===== config.mk =====
export PLATFORM = sky130hd
export DESIGN_NAME = ram_cmd_master_flat
export DESIGN_NICKNAME = d
export VERILOG_FILES = /design/src/rtl/ram_cmd_master_if.sv /design/src/rtl/ram_cmd_master.sv /design/src/flat_wrapper.sv
export SDC_FILE = /design/constraint.sdc
export NUM_CORES = 1
export LEC_CHECK = 0
export BUFFER_PORTS_ARGS = -buffer_cell sky130_fd_sc_hd__buf_4
export CORE_ASPECT_RATIO = 1.75
export CORE_MARGIN = 2
export CORE_UTILIZATION = 50
export CTS_BUF_LIST = sky130_fd_sc_hd__clkbuf_8
export DETAILED_ROUTE_END_ITERATION = 10
export PLACE_DENSITY = 0.88
export SETUP_SLACK_MARGIN = 0.05
export SLEW_MARGIN = 15
export SYNTH_ARGS = -nofsm -noshare
export SYNTH_HDL_FRONTEND = slang
export SYNTH_SLANG_ARGS = --single-unit

===== constraint.sdc =====
create_clock -name clk -period 2.1 [get_ports clk]
set_clock_uncertainty 0.1 [all_clocks]
set_input_delay 0.105 -clock clk [delete_from_list [all_inputs] [get_ports clk]]
set_output_delay 0.105 -clock clk [all_outputs]
set_load 0.03 [all_outputs]

===== src/rtl/ram_cmd_master_if.sv =====
// Host request/response and RAM command/response signals of ram_cmd_master.
// Handshakes: a request transfers on an edge with req_valid && req_ready. rsp_valid, cmd_valid and ram_tx_valid are single-cycle strobes with no backpressure.
interface ram_cmd_master_if #(
  parameter int ADDR_SIZE = 8
);
  logic                 req_valid;
  logic                 req_ready;
  logic                 req_wr;
  logic [ADDR_SIZE-1:0] req_addr;
  logic [ADDR_SIZE-1:0] req_wdata;
  logic                 rsp_valid;
  logic [ADDR_SIZE-1:0] rsp_rdata;
  logic                 rsp_err;
  logic [ADDR_SIZE+1:0] cmd_din;
  logic                 cmd_valid;
  logic [ADDR_SIZE-1:0] ram_dout;
  logic                 ram_tx_valid;

  modport master (
    input  req_valid, req_wr, req_addr, req_wdata, ram_dout, ram_tx_valid,
    output req_ready, rsp_valid, rsp_rdata, rsp_err, cmd_din, cmd_valid
  );

  modport slave (
    output req_valid, req_wr, req_addr, req_wdata, ram_dout, ram_tx_valid,
    input  req_ready, rsp_valid, rsp_rdata, rsp_err, cmd_din, cmd_valid
  );
endinterface


===== src/rtl/ram_cmd_master.sv =====
// Turns host write/read requests into the RAM opcode+payload command sequence
// and returns the RAM read data (or a timeout error) to the host.
module ram_cmd_master #(
  parameter int ADDR_SIZE = 8,
  parameter int TIMEOUT   = 15
) (
  input  logic              clk,
  input  logic              rst_n,
  ram_cmd_master_if.master  bus,
  output logic [2:0]        state_dbg
);
  localparam int CW = $clog2(TIMEOUT + 1);
  localparam logic [CW-1:0] TMO = CW'(TIMEOUT);

  localparam logic [2:0] IDLE  = 3'd0;
  localparam logic [2:0] WADDR = 3'd1;
  localparam logic [2:0] WDATA = 3'd2;
  localparam logic [2:0] RADDR = 3'd3;
  localparam logic [2:0] RCMD  = 3'd4;
  localparam logic [2:0] RWAIT = 3'd5;
  localparam logic [2:0] RESP  = 3'd6;

  logic [2:0]           state_q, state_d;
  logic [ADDR_SIZE-1:0] addr_q, addr_d;
  logic [ADDR_SIZE-1:0] wdata_q, wdata_d;
  logic [CW-1:0]        cnt_q, cnt_d, cnt_inc;
  logic                 req_ready_q, req_ready_d;
  logic                 rsp_valid_q, rsp_valid_d;
  logic [ADDR_SIZE-1:0] rsp_rdata_q, rsp_rdata_d;
  logic                 rsp_err_q, rsp_err_d;
  logic [ADDR_SIZE+1:0] cmd_din_q, cmd_din_d;
  logic                 cmd_valid_q, cmd_valid_d;

  assign cnt_inc = cnt_q + CW'(1);

  always_comb begin
    state_d     = state_q;
    addr_d      = addr_q;
    wdata_d     = wdata_q;
    cnt_d       = cnt_q;
    rsp_rdata_d = rsp_rdata_q;
    rsp_err_d   = rsp_err_q;
    case (state_q)
      IDLE: begin
        if (bus.req_valid && req_ready_q) begin
          addr_d  = bus.req_addr;
          wdata_d = bus.req_wdata;
          state_d = bus.req_wr ? WADDR : RADDR;
        end
      end
      WADDR: state_d = WDATA;
      WDATA: begin
        state_d     = RESP;
        rsp_rdata_d = '0;
        rsp_err_d   = 1'b0;
      end
      RADDR: state_d = RCMD;
      RCMD: begin
        state_d = RWAIT;
        cnt_d   = '0;
      end
      RWAIT: begin
        // A strobe on the final waiting cycle still wins over the timeout.
        if (bus.ram_tx_valid) begin
          state_d     = RESP;
          rsp_rdata_d = bus.ram_dout;
          rsp_err_d   = 1'b0;
        end else if (cnt_inc == TMO) begin
          state_d     = RESP;
          rsp_rdata_d = '0;
          rsp_err_d   = 1'b1;
          cnt_d       = cnt_inc;
        end else begin
          cnt_d = cnt_inc;
        end
      end
      RESP:    state_d = IDLE;
      default: state_d = IDLE;
    endcase

    // Outputs are registered from the next state so they line up with it.
    req_ready_d = (state_d == IDLE);
    rsp_valid_d = (state_d == RESP);
    cmd_valid_d = 1'b0;
    cmd_din_d   = '0;
    case (state_d)
      WADDR: begin cmd_valid_d = 1'b1; cmd_din_d = {2'b00, addr_d};  end
      WDATA: begin cmd_valid_d = 1'b1; cmd_din_d = {2'b01, wdata_d}; end
      RADDR: begin cmd_valid_d = 1'b1; cmd_din_d = {2'b10, addr_d};  end
      RCMD:  begin cmd_valid_d = 1'b1; cmd_din_d = {2'b11, {ADDR_SIZE{1'b0}}}; end
      default: ;
    endcase
  end

  always_ff @(posedge clk or negedge rst_n) begin
    if (!rst_n) begin
      state_q     <= IDLE;
      addr_q      <= '0;
      wdata_q     <= '0;
      cnt_q       <= '0;
      req_ready_q <= 1'b0;
      rsp_valid_q <= 1'b0;
      rsp_rdata_q <= '0;
      rsp_err_q   <= 1'b0;
      cmd_din_q   <= '0;
      cmd_valid_q <= 1'b0;
    end else begin
      state_q     <= state_d;
      addr_q      <= addr_d;
      wdata_q     <= wdata_d;
      cnt_q       <= cnt_d;
      req_ready_q <= req_ready_d;
      rsp_valid_q <= rsp_valid_d;
      rsp_rdata_q <= rsp_rdata_d;
      rsp_err_q   <= rsp_err_d;
      cmd_din_q   <= cmd_din_d;
      cmd_valid_q <= cmd_valid_d;
    end
  end

  assign bus.req_ready = req_ready_q;
  assign bus.rsp_valid = rsp_valid_q;
  assign bus.rsp_rdata = rsp_rdata_q;
  assign bus.rsp_err   = rsp_err_q;
  assign bus.cmd_din   = cmd_din_q;
  assign bus.cmd_valid = cmd_valid_q;
  assign state_dbg     = state_q;
endmodule


===== src/flat_wrapper.sv =====
// flat-port wrapper written by rule: the top's interface ports become plain ports
module ram_cmd_master_flat 
#(
  parameter int ADDR_SIZE = 8,
  parameter int TIMEOUT   = 15
)
  (clk, rst_n, state_dbg, bus_req_valid, bus_req_wr, bus_req_addr, bus_req_wdata, bus_ram_dout, bus_ram_tx_valid, bus_req_ready, bus_rsp_valid, bus_rsp_rdata, bus_rsp_err, bus_cmd_din, bus_cmd_valid);
  ram_cmd_master_if #(.ADDR_SIZE(ADDR_SIZE)) bus_i ();
  input  logic clk;
  input  logic rst_n;
  output logic [2:0] state_dbg;
  input wire logic [$bits(bus_i.req_valid)-1:0] bus_req_valid;
  input wire logic [$bits(bus_i.req_wr)-1:0] bus_req_wr;
  input wire logic [$bits(bus_i.req_addr)-1:0] bus_req_addr;
  input wire logic [$bits(bus_i.req_wdata)-1:0] bus_req_wdata;
  input wire logic [$bits(bus_i.ram_dout)-1:0] bus_ram_dout;
  input wire logic [$bits(bus_i.ram_tx_valid)-1:0] bus_ram_tx_valid;
  output wire logic [$bits(bus_i.req_ready)-1:0] bus_req_ready;
  output wire logic [$bits(bus_i.rsp_valid)-1:0] bus_rsp_valid;
  output wire logic [$bits(bus_i.rsp_rdata)-1:0] bus_rsp_rdata;
  output wire logic [$bits(bus_i.rsp_err)-1:0] bus_rsp_err;
  output wire logic [$bits(bus_i.cmd_din)-1:0] bus_cmd_din;
  output wire logic [$bits(bus_i.cmd_valid)-1:0] bus_cmd_valid;
  assign bus_i.req_valid = bus_req_valid;
  assign bus_i.req_wr = bus_req_wr;
  assign bus_i.req_addr = bus_req_addr;
  assign bus_i.req_wdata = bus_req_wdata;
  assign bus_i.ram_dout = bus_ram_dout;
  assign bus_i.ram_tx_valid = bus_ram_tx_valid;
  assign bus_req_ready = bus_i.req_ready;
  assign bus_rsp_valid = bus_i.rsp_valid;
  assign bus_rsp_rdata = bus_i.rsp_rdata;
  assign bus_rsp_err = bus_i.rsp_err;
  assign bus_cmd_din = bus_i.cmd_din;
  assign bus_cmd_valid = bus_i.cmd_valid;
  ram_cmd_master #(.ADDR_SIZE(ADDR_SIZE), .TIMEOUT(TIMEOUT)) u_core (.clk(clk), .rst_n(rst_n), .bus(bus_i), .state_dbg(state_dbg));
endmodule

# After elaboration in Yosys (flattened, before gate mapping)
# Index checks and enable logic that the tools add are counted.
[word_totals]
regBits = 45
input_bits = 29
output_inout_bits = 25
word_cells = 51
[op_classes]
addsub = 1
eq_ne = 13
mux = 19
reduce_logical = 8
[ops]
columns = ["op", "n"]
rows = [
  ["$mux W8", 6],
  ["$pmux W10 S4", 1],
  ["$pmux W3 S6", 1],
  ["$pmux W8 S2", 1],
  ["$eq A3 B2 Y1 const B", 4],
  ["$eq A3 B3 Y1 const B", 4],
  ["$mux W3", 3],
  ["$pmux W4 S2", 1],
  ["$eq A3 B1 Y1 const B", 2],
  ["$logic_not A3 Y1", 2],
  ["$add A4 B1 Y4 const B", 1],
  ["$eq A4 B4 Y1 const B", 1],
  ["$mux W4", 1],
  ["$reduce_and A2 Y1", 2],
  ["$reduce_bool A2 Y1", 2],
  ["$reduce_or A4 Y1", 1],
  ["$mux W1", 3],
  ["$ne A3 B2 Y1 const B", 1],
  ["$mux W2", 1],
  ["$ne A2 B2 Y1 const B", 1],
  ["$pmux W1 S2", 1],
  ["$logic_and A1 B1 Y1", 1],
]

# Logic depth before layout (Yosys ltp)
[logic_depth]
word_depth = 8
depth_mapped = 7
ltp_nobuf = 6

# Least setup slack after synthesis
# No wires, ideal clock.
[synth_path]
path_kind = "register to register"
startpoint = "register u_core.state_q[0] (netlist: u_core.state_dbg[0])"
endpoint = "register u_core.cmd_din_q[3] (netlist: u_core.bus.cmd_din[3])"
setup_ns = 0.121
arrival_ns = 1.734
t_required_ns = 1.879
slack_ns = 0.144
stages_incl_launch_ff = 6
n_path_buf = 1
synth_period_minus_slack_ns = 1.956
path_cell_list = "dfrtp_1 -> nand3b_4 -> nor3_4 -> buf_6 -> mux2_4 -> a32o_2"
[synth_via]
elab_cells_between_ends = 17
classes_between = "eq/ne (9); mux (7); reduce/logical (1)"
[synth_rtl]
columns = ["element", "line_no", "text"]
rows = [
  ["start, declared", "ram_cmd_master.sv:23", "logic [2:0] state_q, state_d;"],
  ["start signal, assigned", "ram_cmd_master.sv:108", "state_q <= state_d;"],
  ["$logic_not A3 Y1", "ram_cmd_master.sv:43", "case (state_q)"],
  ["$mux W8", "ram_cmd_master.sv:43", ""],
  ["net u_core.wdata_d[3]", "ram_cmd_master.sv:25", "logic [ADDR_SIZE-1:0] wdata_q, wdata_d;"],
  ["$pmux W10 S4", "ram_cmd_master.sv:86", "case (state_d)"],
  ["net u_core.cmd_din_d[3]", "ram_cmd_master.sv:31", "logic [ADDR_SIZE+1:0] cmd_din_q, cmd_din_d;"],
  ["end signal, assigned", "ram_cmd_master.sv:116", "cmd_din_q <= cmd_din_d;"],
  ["end, declared", "ram_cmd_master.sv:31", ""],
]
# The timed path passes the listed nets, and every way through them passes these cells.
# A chain may end at the register's enable or synchronous reset.

# Worst setup path after layout
[layout_path]
startpoint = "register u_core.state_q[2] (netlist: u_core.state_dbg[2])"
endpoint = "register u_core.cmd_din_q[1] (netlist: u_core.bus.cmd_din[1])"
# The elaborated chain is that of the path after synthesis.

==> run summary <==
The antenna violation net count after detailed routing came out at 0. The initial core utilization is 51.2%. The I/O pin count is 54, and the via count normalized by instance count is 5.72. The tightest min-delay check is of the in -> async type. Of the cells placed in the final design, the portion with a size suffix greater than 1 is 39.2%.

The total routing resource utilization after global routing was 30.7%. Measured against its own limit, the worst slew margin works out to 44.0%. The critical path is of the reg -> reg type.

The sum of internal, switching and leakage power was 3.02 mW; the achievable clock frequency was 505 MHz. The number of DRC markers after the initial detailed-route iteration came out at 66. Summed over its instances, the top area cell type makes up 58.9% of the synthesized netlist area. Yosys printed 0 warnings. Routability-driven placement finished with a final weighted congestion of 0.840. The run gives 0 as the count of endpoints failing setup in the final report. For flop-to-flop paths, the worst setup slack is 0.12 ns. Data on the critical path is required at its endpoint by 2.19 ns.

In the final design database the tool counted 234 nets. The worst-case IR drop observed on VDD is 0.854 mV. The run gives 4910 um as the aggregate routed wire length.

The power density of the placed cells was 1280 nW/um2. The run gives 1451 as the via count of the first global-routing pass. In this run the clock root is driven by a sky130_fd_sc_hd__clkbuf_8.

The signed area change from the synthesized netlist to the final layout was 50.2%. The run gives 0 as the number of buffers added for setup after CTS. Number of synthesized register bits: 37. The tools report the max-slew violation count as 0.

The flow ran to the end, and the final reports show no timing, DRC or antenna violations. The final-report hold violation count came out at 0. The run gives 3630 um2 as the die area. Of the synthesized area, sequential elements account for 58.9%. The number of different library cells in the post-synthesis netlist came out at 32. The clock net sink count came out at 37. TritonCTS built the clock tree. The die is 78.2 um tall. The first global-routing pass estimated 7700 um of wire. The synthesized design spends more area on one cell type than any other, namely sky130_fd_sc_hd__dfrtp_1. The synthesized design contains 0 enable-type register cells. The mapped netlist covers 1570 um2.

The deepest clock path buffer count came out at 2. Counting every net in the synthesized netlist gives 151. In the post-synthesis netlist, the biggest area contributors are sky130_fd_sc_hd__dfrtp_1 59%, sky130_fd_sc_hd__mux2_2 5.7%, sky130_fd_sc_hd__a22o_1 5.6%. The largest driver fanout on the critical path came out at 17. Detailed placement finished with a half-perimeter wire length of 2710 um. The die is 46.4 um wide. For this design the static power due to leakage is 1.16 nW.

The number of antenna violations at the first check in global routing is 0, and the worst reg-to-reg path cell count is 4. The run gives 0 ns as the sum of negative setup slack. Post-detailed-route wirelength per cell: 19.9 um. STA classifies the critical path startpoint as a flip-flop. The number of maximum-capacitance violations is 0, and the overall via count from detail_route is 1413. The post-synthesis area per instance was 13.1 um2; the fraction of registers with async set or reset after synthesis was 100%. The diode insertion count for antenna repair is 0, and the area of the core region is 3070 um2. The most instantiated library cell after synthesis is sky130_fd_sc_hd__dfrtp_1. Top flip-flop cell by instance count after synthesis: sky130_fd_sc_hd__dfrtp_1. The critical path goes through nor3_4, buf_4, mux2_2, a32o_1.

In this run the number of H-tree levels came out at 2. The run gives 0 as the global-route congestion overflow total. The maximum number of pins on one net before global-route repair was 38; the total clock buffers created by CTS was 5. Synthesis handed over a netlist of 120 instances.

For the number of rows created at floorplan, the log shows 27. Critical path endpoint category: a flip-flop. Clock-pin slew was measured on the worst setup and hold paths at 0.08 ns. In this design, the stage delay of the slowest critical-path cell is 0.55 ns. The final critical path takes up 94.3% of the cycle. For this run, design rule violations remaining after detail routing come to 0. On the critical path, the stage with the largest delay is an instance of sky130_fd_sc_hd__dfrtp_1.

During placement, the flow inserted port buffers numbering 53. Setup repair after global routing left no endpoint under its margin. The tools report the capture point of the worst reg-to-reg path as u_core.bus.cmd_din[1].

For the pin with the worst max-slew slack, the measured transition is 0.837 ns. The shortest period the worst path allows was 1.98 ns. The commonest cells after synthesis are 37 x sky130_fd_sc_hd__dfrtp_1, 10 x sky130_fd_sc_hd__a22o_1, 8 x sky130_fd_sc_hd__mux2_2.

For the post-cts resize count, the log shows 0. The tools report the critical register-to-register path startpoint as u_core.state_dbg[2]. The clock reaches the later pin of the worst-skew pair after 0.30 ns.

For the number of search-and-repair iterations in the first detailed-routing pass, the log shows 4. The arrival time at the worst endpoint is 2.07 ns. Counting the fill cells in the layout gives 156.
-- report_power, final --
group	internal [mW]	total, mW	switching (mW)
logic	0.566	1.37	0.807
clock network	0.229	0.500	0.271
registers	0.953	1.14	0.190
total	1.75	3.02	1.27
-- through the flow --
stage	cell area [um2]	setup WS (ns)	hold slack [ns]	instances	util, %
floorplan	1570	0.144	-0.291	120	-
global placement	2010	0.366	-0.0246	212	65.2
detailed placement	2010	0.285	-0.0138	212	65.2
CTS	2360	0.265	0.209	247	76.8
global route	2360	0.0813	0.244	247	76.8
finish	2360	0.120	0.201	247	76.8
-- metal layers --
layer / up-vias / part of all wire, % / track usage, %
met3: 11 / 7.8 / 9.20
li1: 608 / - / -
met4: 0 / 2.5 / 13.4
met5: - / 0 / 0
met1: 708 / 36 / 38.3
met2: 86 / 54 / 47.8
-- worst max path at each step --
stage / startpoint / end / slack, ns / depth (start not counted)
floorplan: u_core.state_dbg[0] / u_core.bus.cmd_din[3] / 0.14 / 5
global placement: u_core.state_dbg[1] / u_core.bus.cmd_din[2] / 0.37 / 4
detailed placement: u_core.state_dbg[2] / u_core.bus.cmd_din[0] / 0.29 / 4
CTS: u_core.state_dbg[2] / u_core.bus.cmd_din[0] / 0.26 / 4
global route: u_core.state_dbg[2] / u_core.bus.cmd_din[1] / 0.08 / 4
finish: u_core.state_dbg[2] / u_core.bus.cmd_din[1] / 0.12 / 4
-- critical path, delay by kind of cell, from the launching register on --
family                 cells  cell delay, ns
AO/OA/AOI/OAI              1            0.28
buffers and inverters      1            0.28
multiplexers               1            0.40
AND/OR/NAND/NOR            1            0.25
flip-flops                 1            0.55
-- cells in the final DEF (no fill, tap or decap), types with 3 or more instances in the layout --
master / Yosys / routed
sky130_fd_sc_hd__nor2_1: 6 / 6
sky130_fd_sc_hd__a21oi_1: 3 / 3
sky130_fd_sc_hd__o21ai_0: 3 / 3
sky130_fd_sc_hd__nand2_1: 6 / 6
sky130_fd_sc_hd__a32o_1: 7 / 7
sky130_fd_sc_hd__buf_4: 1 / 56
sky130_fd_sc_hd__clkbuf_8: 0 / 5
sky130_fd_sc_hd__a22o_1: 10 / 10
sky130_fd_sc_hd__mux2_2: 8 / 8
sky130_fd_sc_hd__dlygate4sd3_1: 0 / 27
sky130_fd_sc_hd__nor2b_1: 4 / 4
sky130_fd_sc_hd__inv_1: 4 / 4
sky130_fd_sc_hd__dfrtp_1: 37 / 37
-- sequential cells by signal (all words and copies together) (netlist names) --
name,count
u_core.bus.rsp_rdata,8
u_core.wdata_q,8
u_core.bus.cmd_din,10
u_core.cnt_q,4
u_core.state_dbg,3
u_core.bus.rsp_err,1
u_core.bus.cmd_valid,1
u_core.bus.rsp_valid,1
u_core.bus.req_ready,1
-- area by class of cell --
type	instances	area (um2)	area share [%]
multi-input cells	71	587	24.8
well taps	43	53.8	2.28
clock buffers	5	68.8	2.91
flip-flops and latches	37	926	39.2
clock inverters	3	17.5	0.742
inverters	5	18.8	0.794
repair buffers	83	691	29.2
-- what timing repair did --
action | in CTS | in global routing
endpoints found under the hold margin | 63 | 0
endpoints found under the setup margin | 0 | 0
hold buffers | 27 | 0
-- cells by family after synthesis --
| family | synth area share (%) |
|---|---|
| AOI/OAI and AO/OA | 17.0 |
| adders and majority gates | 1.59 |
| buffers and inverters | 3.82 |
| DFF | 58.9 |
| muxes | 7.64 |
| and+or+nand+nor | 11.1 |
Power figures use the tool's default switching activity.
